**config.mk**
```make
export PLATFORM = sky130hd
export DESIGN_NAME = move_select_ctrl_flat
export DESIGN_NICKNAME = d
export VERILOG_FILES = /design/src/rtl/move_select_ctrl_pkg.sv /design/src/rtl/move_select_ctrl_if.sv /design/src/rtl/move_select_ctrl_btn.sv /design/src/rtl/move_select_ctrl.sv /design/src/flat_wrapper.sv
export SDC_FILE = /design/constraint.sdc
export NUM_CORES = 1
export LEC_CHECK = 0
export BUFFER_PORTS_ARGS = -buffer_cell sky130_fd_sc_hd__buf_2
export CORE_MARGIN = 2
export CORE_UTILIZATION = 35
export DETAILED_ROUTE_END_ITERATION = 10
export HOLD_SLACK_MARGIN = 0.05
export PLACE_DENSITY = 0.5
export SLEW_MARGIN = 20
export SYNTH_ARGS = -nofsm -noshare
export SYNTH_HDL_FRONTEND = slang
export SYNTH_HIERARCHICAL = 1
export SYNTH_SLANG_ARGS = --single-unit
```
**constraint.sdc**
```tcl
create_clock -name clk -period 6.41 [get_ports clk]
set_input_delay 0.3205 -clock clk [delete_from_list [all_inputs] [get_ports clk]]
set_output_delay 0.3205 -clock clk [all_outputs]
set_load 0.01 [all_outputs]
```
**src/rtl/move_select_ctrl_pkg.sv**
```systemverilog
// Shared tic-tac-toe cursor definitions: grid mapping, centre position, auto-repeat axis state.
package move_select_ctrl_pkg;

  localparam int unsigned GRID = 3;
  localparam int unsigned CNT_W = 16;
  localparam logic [8:0] CENTRE_POS = 9'b000010000;

  typedef enum logic [1:0] {
    RPT_IDLE   = 2'd0,
    RPT_DELAY  = 2'd1,
    RPT_REPEAT = 2'd2
  } rpt_state_t;

  // drv_b records which of the axis' two buttons started the current hold.
  typedef struct packed {
    rpt_state_t       state;
    logic             drv_b;
    logic [CNT_W-1:0] cnt;
  } axis_t;

  function automatic logic [8:0] pos_onehot(input logic [1:0] row, input logic [1:0] col);
    logic [8:0] p;
    p = '0;
    if (row > 2'd2 || col > 2'd2) p = CENTRE_POS;
    else p[4'd8 - (4'(row) * 4'd3 + 4'(col))] = 1'b1;
    return p;
  endfunction

  function automatic logic [1:0] wrap_inc(input logic [1:0] x);
    return (x >= 2'd2) ? 2'd0 : x + 2'd1;
  endfunction

  function automatic logic [1:0] wrap_dec(input logic [1:0] x);
    return (x == 2'd0) ? 2'd2 : x - 2'd1;
  endfunction

  function automatic axis_t axis_next(
    input  axis_t            cur,
    input  logic             pulse_a,
    input  logic             pulse_b,
    input  logic             level_a,
    input  logic             level_b,
    input  logic [CNT_W-1:0] dly_lim,
    input  logic [CNT_W-1:0] per_lim,
    output logic             step_a,
    output logic             step_b
  );
    axis_t            nxt;
    logic [CNT_W-1:0] lim;
    nxt    = cur;
    step_a = 1'b0;
    step_b = 1'b0;
    lim    = (cur.state == RPT_DELAY) ? dly_lim : per_lim;
    case (cur.state)
      RPT_IDLE: begin
        if (pulse_a ^ pulse_b) begin
          step_a    = pulse_a;
          step_b    = pulse_b;
          nxt.state = RPT_DELAY;
          nxt.drv_b = pulse_b;
          nxt.cnt   = '0;
        end
      end
      RPT_DELAY, RPT_REPEAT: begin
        if (!(cur.drv_b ? level_b : level_a)) begin
          nxt = '0;
        end else if (cur.cnt == lim) begin
          step_a    = ~cur.drv_b;
          step_b    = cur.drv_b;
          nxt.state = RPT_REPEAT;
          nxt.cnt   = '0;
        end else begin
          nxt.cnt = cur.cnt + 1'b1;
        end
      end
      default: nxt = '0;
    endcase
    return nxt;
  endfunction

endpackage

```
**src/rtl/move_select_ctrl_if.sv**
```systemverilog
// Board buttons, turn inputs and cursor/strobe outputs between the panel and the move selector.
interface move_select_ctrl_if;
  logic       btn_up;
  logic       btn_down;
  logic       btn_left;
  logic       btn_right;
  logic       btn_place;
  logic       turnX;
  logic       turnO;
  logic [8:0] sel_pos;
  logic       buttonX;
  logic       buttonO;

  modport master (
    output btn_up, btn_down, btn_left, btn_right, btn_place, turnX, turnO,
    input  sel_pos, buttonX, buttonO
  );

  modport slave (
    input  btn_up, btn_down, btn_left, btn_right, btn_place, turnX, turnO,
    output sel_pos, buttonX, buttonO
  );
endinterface

```
**src/rtl/move_select_ctrl_btn.sv**
```systemverilog
// One raw button: 2-flop synchronizer, stability-count debounce, one-cycle rising-edge press pulse.
module btn_conditioner
  import move_select_ctrl_pkg::*;
#(
  parameter int unsigned DEB_CYCLES = 16
) (
  input  logic clk,
  input  logic reset,
  input  logic raw,
  output logic level,
  output logic pulse
);

  logic             sync1;
  logic             sync2;
  logic [CNT_W-1:0] cnt;

  always_ff @(posedge clk) begin
    if (reset) begin
      sync1 <= 1'b0;
      sync2 <= 1'b0;
      cnt   <= '0;
      level <= 1'b0;
      pulse <= 1'b0;
    end else begin
      sync1 <= raw;
      sync2 <= sync1;
      pulse <= 1'b0;
      if (sync2 == level) begin
        cnt <= '0;
      end else if (cnt == CNT_W'(DEB_CYCLES - 1)) begin
        level <= sync2;
        pulse <= sync2;
        cnt   <= '0;
      end else begin
        cnt <= cnt + 1'b1;
      end
    end
  end

endmodule

```
**src/rtl/move_select_ctrl.sv**
```systemverilog
// Tic-tac-toe input stage: debounced nav buttons move a one-hot cursor with auto-repeat,
// place button issues a turn-routed single-cycle strobe with post-strobe lockout.
module move_select_ctrl #(
  parameter int unsigned DEB_CYCLES    = 16,
  parameter int unsigned REPEAT_DELAY  = 200,
  parameter int unsigned REPEAT_PERIOD = 50,
  parameter int unsigned LOCKOUT       = 32
) (
  input logic               clk,
  input logic               reset,
  move_select_ctrl_if.slave bus
);
  import move_select_ctrl_pkg::*;

  localparam logic [CNT_W-1:0] DLY_LIM = CNT_W'(REPEAT_DELAY - 1);
  localparam logic [CNT_W-1:0] PER_LIM = CNT_W'(REPEAT_PERIOD - 1);

  // Bit order: 4 up, 3 down, 2 left, 1 right.
  logic [4:1] nav_raw, nav_lvl, nav_pls;
  logic       place_pls;
  logic       place_level_unused;

  assign nav_raw = {bus.btn_up, bus.btn_down, bus.btn_left, bus.btn_right};

  for (genvar g = 1; g <= 4; g++) begin : g_nav
    btn_conditioner #(.DEB_CYCLES(DEB_CYCLES)) u_cond (
      .clk  (clk),
      .reset(reset),
      .raw  (nav_raw[g]),
      .level(nav_lvl[g]),
      .pulse(nav_pls[g])
    );
  end

  btn_conditioner #(.DEB_CYCLES(DEB_CYCLES)) u_place (
    .clk  (clk),
    .reset(reset),
    .raw  (bus.btn_place),
    .level(place_level_unused),
    .pulse(place_pls)
  );

  axis_t            v_axis, v_next, h_axis, h_next;
  logic             step_up, step_dn, step_l, step_r, nav_move;
  logic [1:0]       row, col, row_n, col_n;
  logic [8:0]       sel_q;
  logic             strobe_x, strobe_o, place_defer;
  logic [CNT_W-1:0] lock_cnt;

  always_comb begin
    step_up = 1'b0;
    step_dn = 1'b0;
    step_l  = 1'b0;
    step_r  = 1'b0;
    v_next  = axis_next(v_axis, nav_pls[4], nav_pls[3], nav_lvl[4], nav_lvl[3],
                        DLY_LIM, PER_LIM, step_up, step_dn);
    h_next  = axis_next(h_axis, nav_pls[2], nav_pls[1], nav_lvl[2], nav_lvl[1],
                        DLY_LIM, PER_LIM, step_l, step_r);
    nav_move = step_up | step_dn | step_l | step_r;
    row_n = row;
    col_n = col;
    if (row > 2'd2 || col > 2'd2) begin
      row_n = 2'd1;
      col_n = 2'd1;
    end else begin
      if (step_up) row_n = wrap_dec(row);
      else if (step_dn) row_n = wrap_inc(row);
      if (step_l) col_n = wrap_dec(col);
      else if (step_r) col_n = wrap_inc(col);
    end
  end

  // sel_pos is registered from the next row/col so it moves on the same edge as the cursor.
  always_ff @(posedge clk) begin
    if (reset) begin
      v_axis      <= '0;
      h_axis      <= '0;
      row         <= 2'd1;
      col         <= 2'd1;
      sel_q       <= CENTRE_POS;
      strobe_x    <= 1'b0;
      strobe_o    <= 1'b0;
      place_defer <= 1'b0;
      lock_cnt    <= '0;
    end else begin
      v_axis      <= v_next;
      h_axis      <= h_next;
      row         <= row_n;
      col         <= col_n;
      sel_q       <= pos_onehot(row_n, col_n);
      strobe_x    <= 1'b0;
      strobe_o    <= 1'b0;
      place_defer <= 1'b0;
      if (lock_cnt != '0) lock_cnt <= lock_cnt - 1'b1;
      // A place request coinciding with a cursor step waits one clock so the strobe sees the new sel_pos.
      if ((place_pls | place_defer) && lock_cnt == '0) begin
        if (nav_move) begin
          place_defer <= 1'b1;
        end else if (bus.turnX ^ bus.turnO) begin
          strobe_x <= bus.turnX;
          strobe_o <= bus.turnO;
          lock_cnt <= CNT_W'(LOCKOUT);
        end
      end
    end
  end

  assign bus.sel_pos = sel_q;
  assign bus.buttonX = strobe_x;
  assign bus.buttonO = strobe_o;

endmodule

```
**src/flat_wrapper.sv**
```systemverilog
// flat-port wrapper written by rule: the top's interface ports become plain ports
module move_select_ctrl_flat import move_select_ctrl_pkg::*;
#(
  parameter int unsigned DEB_CYCLES    = 16,
  parameter int unsigned REPEAT_DELAY  = 200,
  parameter int unsigned REPEAT_PERIOD = 50,
  parameter int unsigned LOCKOUT       = 32
)
  (clk, reset, bus_btn_up, bus_btn_down, bus_btn_left, bus_btn_right, bus_btn_place, bus_turnX, bus_turnO, bus_sel_pos, bus_buttonX, bus_buttonO);
  move_select_ctrl_if bus_i ();
  input logic clk;
  input logic reset;
  input wire logic [$bits(bus_i.btn_up)-1:0] bus_btn_up;
  input wire logic [$bits(bus_i.btn_down)-1:0] bus_btn_down;
  input wire logic [$bits(bus_i.btn_left)-1:0] bus_btn_left;
  input wire logic [$bits(bus_i.btn_right)-1:0] bus_btn_right;
  input wire logic [$bits(bus_i.btn_place)-1:0] bus_btn_place;
  input wire logic [$bits(bus_i.turnX)-1:0] bus_turnX;
  input wire logic [$bits(bus_i.turnO)-1:0] bus_turnO;
  output wire logic [$bits(bus_i.sel_pos)-1:0] bus_sel_pos;
  output wire logic [$bits(bus_i.buttonX)-1:0] bus_buttonX;
  output wire logic [$bits(bus_i.buttonO)-1:0] bus_buttonO;
  assign bus_i.btn_up = bus_btn_up;
  assign bus_i.btn_down = bus_btn_down;
  assign bus_i.btn_left = bus_btn_left;
  assign bus_i.btn_right = bus_btn_right;
  assign bus_i.btn_place = bus_btn_place;
  assign bus_i.turnX = bus_turnX;
  assign bus_i.turnO = bus_turnO;
  assign bus_sel_pos = bus_i.sel_pos;
  assign bus_buttonX = bus_i.buttonX;
  assign bus_buttonO = bus_i.buttonO;
  move_select_ctrl #(.DEB_CYCLES(DEB_CYCLES), .REPEAT_DELAY(REPEAT_DELAY), .REPEAT_PERIOD(REPEAT_PERIOD), .LOCKOUT(LOCKOUT)) u_core (.clk(clk), .reset(reset), .bus(bus_i));
endmodule
```
==> flow_summary.toml <==
[status]
status = "finished clean"

[timing]
rsz0062_at_grt = "no"
fin_skew_ps = 10.9
relSlewSlack_pct = 28.3
fmax_mhz = 243
finalCriticalPeriod_ps = 4120
tns_ps = 0
holdWs_ps = 102
worstMarginPinSlew_ps = 1070
finalHoldViolCount = 0
fin_crit_sh_pct = 64.3
slew_violations = 0
setup_viol = 0

[yosys]
yosys_most_used_dff = "dfxtp_1"
yosysTopAreaCell = "dfxtp_1"
synthCells = 892
synth-edff-count = 0
ys_warn_count = 6
ys_seq_area_share_pct = 41.0
synth_top_area_share_pct = 41.0
synthDistinctLibCells = 61
async_reset_ff_share_pct = 0
synth-seq-cells = 170
synthesis.nets = 934
syn_area_sq_mm = 0.00831
syn_avg_cell_area_sq_um = 9.31
ys_top_cells_by_area = "dfxtp_1, xnor2_1, nor2_1, ha_1, nor4_2"

[placed_design]
dp.final_hpwl_um = 10500
port_buffers = 19
place.gp.congestion = 0.784

[worst_hold_path]
hp-start = "bus_btn_place"
min_to = "u_core/u_place/sync1"
hp-class = "primary input to register"
whs_path_depth = 2

[floorplanning]
die_h_um = 158
die_area_sq_mm = 0.0250
core_area_sq_mm = 0.0234
die_x_um = 158
ios = 20
start_util_pct = 35.5
rows = 56

[worst_setup_path]
slowest_stage = "a221oi_1"
rr_worst_depth = 17
reg2reg_to = "u_core/bus.sel_pos[7]"
critPathMaxStageDelay_ps = 630
crit_type = "register to register"
reg2reg_slack_ps = 2290
cp_max_fo = 5
r2r_start = "u_core/v_axis[18]"
endpoint_kind = "register"
path_cells = "inv_1 -> ha_1 -> nor4b_1 -> nand3_1 -> a21oi_1 -> a221oi_1 -> a221oi_1 -> inv_1 -> ha_1 -> ha_1 -> inv_1 -> ha_1 -> inv_1 -> fa_1 -> xnor2_1 -> nand3_1 -> nor4_1"
critPathTopFamily = "adder cells"
cp.buffers_inverters = 4
cp_data_arrival_time_ps = 4440
start_kind = "register"
cp.required_ps = 6720

[cts]
root_buffer = "clkbuf_16"
cts_made_buffers = 17
hold_buffers = 0
cts-htree-levels = 4
clkTransAtPathRegs_ps = 70
clk_path_buf_depth = 2
numClockSinks = 170
clkLatencyLatePin_ps = 420
postCtsSetupRepairBufs = 0
cts_tree = "done"
cts_resized = 0

[detailed_routing]
via_count = 5976
drc = 0
drt_iter0_drc = 269
wl_um = 15400
ant_nets = 0
first_pass_iters = 6
viasPerCell = 4.80
avgRoutedWirePerCell_um = 12.4

[global_routing]
grt_overflow = 0
grtUsageMet3_pct = 3.53
grt_pass1_wl_um = 27700
gr-usage-met1_pct = 18.3
antenna_found_initial = 0
globalRouteMet2Util_pct = 21.1
gr-max-usage-layer = "met2"
grt_max_degree = 41
track_usage_pct = 13.5
first_global_vias = 5899

[final_layout]
drive_above_1_share_pct = 12.9
areaGrowthSynthToFinish_pct = 12.1
diodes = 0
fin_nets = 956

[power]
p_total_uw = 2550
vdd_ir_drop_max_mv = 0.160
p_leak_uw = 0.00319
powerDensity_mw_per_mm2 = 274

[job]
cap_violations = 0
[placed cells by master (no fill, tap or decap), types with 5 or more instances in the layout]
| master | instances |
|---|---|
| dfxtp_1 | 170 |
| nor2_1 | 161 |
| xnor2_1 | 97 |
| inv_1 | 45 |
| nor3_1 | 43 |
| nand2_1 | 42 |
| nand3_1 | 39 |
| ha_1 | 32 |
| nor4_1 | 28 |
| xor2_1 | 20 |
| nor4_2 | 20 |
| buf_2 | 19 |
| clkbuf_16 | 17 |
| a21oi_1 | 15 |
| nand4_1 | 15 |
| nor2b_1 | 12 |
| mux2i_1 | 8 |
| and3_1 | 8 |
| or3_1 | 7 |
| o21ai_0 | 7 |
| nand2b_1 | 6 |
| o211ai_1 | 6 |
| nor4_4 | 6 |
| nand3_2 | 5 |
| nand4b_2 | 5 |
| nand2_2 | 5 |
| nand4_4 | 5 |
| nand4_2 | 5 |
| nor4b_2 | 5 |
[worst max path at each step]
stage | start | end | slack (ps) | cells after the start
2_1_floorplan | u_core/v_axis[18] | u_core/bus.sel_pos[4] | 2680 | 18
3_3_place_gp | u_core/v_axis[18] | u_core/bus.sel_pos[5] | 2390 | 17
3_5_place_dp | u_core/v_axis[18] | u_core/bus.sel_pos[7] | 2270 | 17
4_1_cts | u_core/v_axis[18] | u_core/bus.sel_pos[7] | 2260 | 17
5_1_grt | u_core/v_axis[18] | u_core/bus.sel_pos[7] | 1770 | 17
6_report | u_core/v_axis[18] | u_core/bus.sel_pos[7] | 2290 | 17
[per-layer routing]
layer  vias up  wire length, um
met3         9              419
met2        54             6810
met1      2784             8010
li1       3129                -
met4         0              206
met5         -                0
[sequential cells by signal (all words and copies together) (netlist names), 4 cells and up]
register and count:
u_core/u_place/cnt 16, u_core/g_nav.u_cond/sync2 4, u_core/g_nav.u_cond/cnt 64, u_core/g_nav.u_cond/pulse 4
u_core/g_nav.u_cond/level 4, u_core/lock_cnt 16, u_core/v_axis 19, u_core/g_nav.u_cond/sync1 4
u_core/bus.sel_pos 9, u_core/h_axis 19
[final cells by class]
type	instances	area [sq um]
Clock inverter	12	160
Tap cell	319	399
Sequential cell	170	3400
Clock buffer	20	457
Timing Repair Buffer	20	103
Inverter	45	169
Fill cell	2379	14100
Multi-Input combinational cell	660	4620
[synth_stat cells, types with 4 or more instances]
master / n
nor2_1: 161
nor4_2: 20
nand4_1: 15
or3_1: 7
buf_6: 6
mux2i_1: 8
clkbuf_1: 10
nor2b_1: 12
a211oi_1: 4
and2_1: 4
nand4b_1: 4
nand2b_1: 6
xor2_1: 20
a21oi_1: 15
nand3_1: 39
inv_1: 45
nand3_2: 5
ha_1: 32
nor4b_2: 5
nor4_4: 6
nand2_2: 5
nand4_2: 5
nand4b_2: 5
nor3_1: 43
and3_1: 8
o211ai_1: 6
nand3b_1: 4
xnor2_1: 97
o21ai_0: 7
nand2_1: 42
dfxtp_1: 170
nor4_1: 28
nand4_4: 5
[power by group]
part	switching, uW	leakage [uW]	internal (uW)
Sequential	43.8	0.00137	1110
Clock	436	0.000290	639
Combinational	179	0.00153	147
Total	659	0.00319	1890
[per-stage QoR]
step                instance area (sq um)  cells  utilization, %  worst slack [ps]
floorplan                            8310    892               -              2680
global placement                     8700   1214            37.2              2390
detailed placement                   8700   1214            37.2              2270
CTS                                  9310   1246            39.8              2260
global route                         9310   1246            39.8              1770
finish                               9310   1246            39.8              2290
[kinds of logic after synthesis]
logic type | after synthesis | synth area share (%)
and+or+nand+nor | 449 | 32.5
buffers and inverters | 62 | 3.39
muxes | 9 | 1.10
xor gates and xnor gates | 117 | 12.3
adders and majority gates | 33 | 5.06
AOI/OAI and AO/OA | 52 | 4.70
DFF | 170 | 41.0
Power figures use the tool's default switching activity.
